--- src/rtl/lsu32.sv ---
// RV32I load/store unit: one outstanding request, byte-lane steering, load extension and access timeout.
// Optional macro LSU_MISALIGN_TRAP_EN: misaligned H/W accesses report an error instead of being aligned down.
module lsu32 #(
   parameter int TIMEOUT_CYCLES = 16
) (
   input  logic        clk,
   input  logic        reset,
   input  logic        req_valid,
   output logic        req_ready,
   input  logic        is_store,
   input  logic [2:0]  funct3,
   input  logic [31:0] addr,
   input  logic [31:0] wdata,
   output logic [31:0] daddr,
   output logic [31:0] dwdata,
   output logic [3:0]  dwe,
   output logic        dre,
   input  logic        dready,
   input  logic [31:0] drdata,
   output logic        resp_valid,
   output logic [31:0] resp_data,
   output logic        resp_err
);

   typedef enum logic [1:0] {S_IDLE, S_ACCESS, S_RESP} state_t;

   localparam logic [31:0] LP_CNT_LAST = 32'(TIMEOUT_CYCLES - 1);

   state_t      r_state, w_next;
   logic        r_rdy;
   logic [31:0] r_cnt;
   logic        r_err;
   logic        r_store;
   logic [2:0]  r_f3;
   logic [31:0] r_addr;
   logic [31:0] r_wdata;
   logic [31:0] r_rdata;

   logic        w_accept, w_legal, w_f3_ok, w_mis, w_timeout;
   logic [1:0]  w_off;
   logic [3:0]  w_be;
   logic [31:0] w_wlane;
   logic [31:0] w_rshift;

   function automatic logic [31:0] f_load_ext(input logic [2:0] f3, input logic [31:0] w);
      case (f3)
         3'b000:  f_load_ext = {{24{w[7]}}, w[7:0]};
         3'b001:  f_load_ext = {{16{w[15]}}, w[15:0]};
         3'b100:  f_load_ext = {24'd0, w[7:0]};
         3'b101:  f_load_ext = {16'd0, w[15:0]};
         default: f_load_ext = w;
      endcase
   endfunction

   assign w_accept  = req_valid & req_ready;
   assign w_timeout = (TIMEOUT_CYCLES != 0) && (r_cnt == LP_CNT_LAST);

   always_comb begin
      w_f3_ok = 1'b0;
      case (funct3)
         3'b000, 3'b001, 3'b010: w_f3_ok = 1'b1;
         3'b100, 3'b101:         w_f3_ok = ~is_store;
         default:                w_f3_ok = 1'b0;
      endcase
`ifdef LSU_MISALIGN_TRAP_EN
      w_mis = ((funct3[1:0] == 2'b01) && addr[0]) || ((funct3 == 3'b010) && (addr[1:0] != 2'b00));
`else
      w_mis = 1'b0;
`endif
      w_legal = w_f3_ok & ~w_mis;
   end

   // Misaligned H/W are aligned down by dropping the low address bits from the lane offset
   always_comb begin
      case (r_f3[1:0])
         2'b00: begin
            w_off   = r_addr[1:0];
            w_be    = 4'b0001 << r_addr[1:0];
            w_wlane = {4{r_wdata[7:0]}};
         end
         2'b01: begin
            w_off   = {r_addr[1], 1'b0};
            w_be    = 4'b0011 << {r_addr[1], 1'b0};
            w_wlane = {2{r_wdata[15:0]}};
         end
         default: begin
            w_off   = 2'b00;
            w_be    = 4'b1111;
            w_wlane = r_wdata;
         end
      endcase
      w_rshift = drdata >> {w_off, 3'b000};
   end

   always_ff @(posedge clk or negedge reset) begin
      if (!reset) r_state <= S_IDLE;
      else        r_state <= w_next;
   end

   always_comb begin
      w_next = r_state;
      case (r_state)
         S_IDLE:   if (w_accept) w_next = w_legal ? S_ACCESS : S_RESP;
         S_ACCESS: if (dready || w_timeout) w_next = S_RESP;
         S_RESP:   w_next = S_IDLE;
         default:  w_next = S_IDLE;
      endcase
   end

   // r_rdy holds req_ready low until the first edge after reset release
   always_ff @(posedge clk or negedge reset) begin
      if (!reset) begin
         r_rdy <= 1'b0;
         r_cnt <= '0;
         r_err <= 1'b0;
      end else begin
         r_rdy <= 1'b1;
         if (w_accept) begin
            r_err <= ~w_legal;
            r_cnt <= '0;
         end else if (r_state == S_ACCESS) begin
            if (dready)         r_err <= 1'b0;
            else if (w_timeout) r_err <= 1'b1;
            else                r_cnt <= r_cnt + 32'd1;
         end
      end
   end

   always_ff @(posedge clk) begin
      if (w_accept) begin
         r_store <= is_store;
         r_f3    <= funct3;
         r_addr  <= addr;
         r_wdata <= wdata;
      end
      if ((r_state == S_ACCESS) && dready) r_rdata <= f_load_ext(r_f3, w_rshift);
   end

   always_comb begin
      req_ready  = 1'b0;
      daddr      = '0;
      dwdata     = '0;
      dwe        = '0;
      dre        = 1'b0;
      resp_valid = 1'b0;
      resp_data  = '0;
      resp_err   = 1'b0;
      case (r_state)
         S_IDLE:   req_ready = r_rdy;
         S_ACCESS: begin
            daddr = {r_addr[31:2], 2'b00};
            if (r_store) begin
               dwe    = w_be;
               dwdata = w_wlane;
            end else begin
               dre = 1'b1;
            end
         end
         S_RESP: begin
            resp_valid = 1'b1;
            resp_err   = r_err;
            resp_data  = (r_err || r_store) ? 32'd0 : r_rdata;
         end
         default: ;
      endcase
   end

endmodule

--- config.mk ---
export PLATFORM = sky130hd
export DESIGN_NAME = lsu32
export DESIGN_NICKNAME = d
export VERILOG_FILES = /design/src/rtl/lsu32.sv
export SDC_FILE = /design/constraint.sdc
export NUM_CORES = 1
export LEC_CHECK = 0
export ABC_AREA = 1
export BUFFER_PORTS_ARGS = -buffer_cell sky130_fd_sc_hd__buf_2
export CAP_MARGIN = 20
export CORE_ASPECT_RATIO = 1.25
export CORE_MARGIN = 2
export CORE_UTILIZATION = 40
export DETAILED_ROUTE_END_ITERATION = 10
export PLACE_DENSITY = 0.67
export SETUP_SLACK_MARGIN = 0.5
export SLEW_MARGIN = 20
export SYNTH_ARGS = -nofsm -noshare
export SYNTH_HDL_FRONTEND = slang
export SYNTH_SLANG_ARGS = --single-unit
export TNS_END_PERCENT = 10
--- constraint.sdc ---
create_clock -name clk -period 2.8 [get_ports clk]
set_input_delay 0.28 -clock clk [delete_from_list [all_inputs] [get_ports clk]]
set_output_delay 0.28 -clock clk [all_outputs]
set_load 0.03 [all_outputs]
==> qor.txt <==
Die Ht: 154 um
Die Span X: 124 um
HP Class: in2reg
HPWL Detailed: 14.3 mm
Worst Skew: 0.00541 ns
Post-layout nets: 1206
Final Cycle Share: 81.6%
CTS H-tree lvls: 4
Critical Path Sink Type: output pin
Final setup viols: 0
# IOs: 208
flop2flop setup slack: 0.68 ns
final slew viol count: 0
gpl congestion: 0.872
Synthesis Warnings: 0
CP arrival: 2.00 ns
clk_lat worst skew: 0.41 ns
Crit Path Max Fanout: 32
leak pwr: 4.35 nW
Multi-input gate area: 2790 um^2
Max Cap Viol: 0
post-layout minimum cycle time: 2.28 ns
top-area cell type share of the netlist area: 41.6%
final WL: 19.3 mm
first-pass GRT wire length: 29.8 mm
CTS tree: built
DR vias/cell: 4.91
Core Region: 17600 um^2
share of layout cells above drive strength 1: 24.1%
pin count of the biggest net entering global routing: 41
setup TNS: 0 ns
Avg Cell Area, Syn: 8.00 um^2
Area growth syn-to-layout: 25.1%
Netlist cell types: 35
CTS Buf Count: 17
Tot GR Track Use: 20.2%
vias: 6575
clock-pin slew on the worst setup and hold paths: 0.06 ns
CP Launch Type: register
Sequential Area: 3900 um^2
RSZ-0062 raised after global routing: true
Worst IR Drop VDD: 0.352 mV
Synth Instances: 903
Area contributors post-synth: edfxtp_1, dfrtp_1, nand2_1
largest area contributor in the netlist: edfxtp_1
cells on worst reg2reg path: 10
Power Total: 5.13 mW
Reg-to-Reg End: r_cnt[17]$_DFFE_PN0P_
Rel. slew slack: 44.2%
Starting Density: 41.1%
die area: 19200 um^2
Fillers: 1714
clk sink count: 136
fin area: 9030 um^2
area of placed instances: 8430 um^2
reg2reg start: r_cnt[0]$_DFFE_PN0P_
detailed router's first-iteration violation count: 469
initial antenna violation count: 1
DR pass1 iterations: 5
crit path to: dwe[1]
Residual DRC: 0
grt ovf: 0
Site Rows: 54
vias in the first global route: 6004
critical path type: reg2out
cell area after synthesis: 7220 um^2
pwr dens: 568 nW/um^2
status: complete, no violations
clock root cell: clkbuf_16
post-synthesis sequential area ratio: 54.0%
CP required: 2.52 ns
Clock Path Buffers: 2
Diodes inserted: 0
Fmax: 438 MHz
final hold viol count: 0
Worst-Margin Slew: 0.838 ns
flop and latch count out of synthesis: 136
wire per inst: 14.5 um
count of input and output buffers: 205
Antenna Nets Post-Route: 0
worst setup path start: r_state[0]$_DFFE_PN0P_
## how the worst min path moves through the flow
stage,slack [ns],cells past startpoint,to,startpoint
floorplan,-0.02,0,r_cnt[0]$_DFFE_PN0P_,reset
global placement,0.43,1,r_cnt[7]$_DFFE_PN0P_,reset
detailed placement,0.43,1,r_cnt[7]$_DFFE_PN0P_,reset
CTS,0.02,1,r_addr[3]$_DFFE_PP_,addr[3]
global route,0.01,1,r_addr[9]$_DFFE_PP_,addr[9]
finish,0.04,1,r_addr[3]$_DFFE_PP_,addr[3]
## worst max-delay path: stages, from the launching register on
cell and delay (ns):
dfrtp_1 0.37, inv_1 0.07, nor2_2 0.20, inv_2 0.06, nor2_2 0.20, inv_4 0.18
a211oi_1 0.25, buf_2 0.26
## synthesized netlist by cell type
cell type and instances:
ha_1 1, o21ai_1 2, buf_1 3, nand3_4 1, nand2_2 4, and2_0 1
inv_4 1, o21ai_0 51, nand4_1 4, o22ai_1 7, clkbuf_1 20, nor3_1 8
inv_1 91, o21ai_2 1, nor2_2 3, o211ai_1 6, dfrtp_1 36, a211oi_1 1
inv_2 4, xnor2_1 6, nor2_1 197, o21a_1 2, buf_4 7, buf_6 2
nand3_1 59, a21oi_1 28, edfxtp_1 100, conb_1 2, nand2_1 236, nor2_4 1
and2_1 2, buf_2 7, xor2_1 5, o21bai_1 1, nand2_4 3
## layout make-up
class,instances,share of cell area (%)
tap,224,3.10
timing repair buffer,217,12.5
sequential,136,43.2
inverter,96,4.06
clock buffer,18,4.75
multi-input combinational,633,30.9
clock inverter,14,1.47
## cells by family (layout without fill, tap and decap cells)
logic type	after synthesis	in the layout	share of synthesized area, %
buffers and inverters	135	345	7.74
other	2	3	0.104
and+or+nand+nor	519	519	29.2
xor gates and xnor gates	11	11	1.33
DFF	136	136	54.0
adders and majority gates	1	1	0.173
AOI/OAI and AO/OA	99	99	7.38
## state kept, by name, summed over array words and instances, names as in the netlist
| signal | count |
|---|---|
| r_cnt | 32 |
| r_state | 2 |
| r_f3 | 3 |
| r_wdata | 32 |
| r_rdata | 32 |
| r_addr | 32 |
| r_store | 1 |
| r_err | 1 |
| r_rdy | 1 |
## stage by stage
stage	cells	hold slack [ns]	setup WS, ns	util [%]
finish	1338	0.0406	0.515	51.4
CTS	1338	0.0186	0.464	51.3
global placement	1304	0.428	0.531	48.0
detailed placement	1304	0.430	0.466	48.0
floorplan	904	-0.0156	0.588	-
global route	1338	0.0124	0.399	51.4
## cell usage in the layout, fill, tap and decap left out, drive strengths merged, types with 4 or more instances in the layout
master | netlist | routed
xnor2 | 6 | 6
nor3 | 8 | 8
nand2 | 243 | 243
nand4 | 4 | 4
clkinv | 0 | 9
nor2 | 201 | 201
a21oi | 28 | 28
xor2 | 5 | 5
o211ai | 6 | 6
o21ai | 54 | 54
edfxtp | 100 | 100
dfrtp | 36 | 36
nand3 | 60 | 60
clkbuf | 20 | 18
o22ai | 7 | 7
buf | 19 | 216
inv | 96 | 96
## power breakdown
group | switching, mW | internal (mW)
Sequential | 0.0433 | 2.29
Combinational | 0.493 | 0.199
Clock | 0.809 | 1.30
## layer usage
metal	wire (um)	track usage, %	up-vias
met3	1180	4.98	35
li1	-	-	3290
met5	13	0	-
met1	7630	23.3	3018
met4	391	6.69	2
met2	10100	36.0	230
## repair_timing
| action | CTS | global route |
|---|---|---|
| gates resized for setup | 3 | 3 |
| pin swaps | 0 | 1 |
| gates cloned | 0 | 0 |
| endpoints found under the hold margin | 36 | 0 |
| hold buffers | 1 | 0 |
| endpoints found under the setup margin | 58 | 70 |
| setup buffers | 1 | 0 |
(Power assumes the default switching activity.)
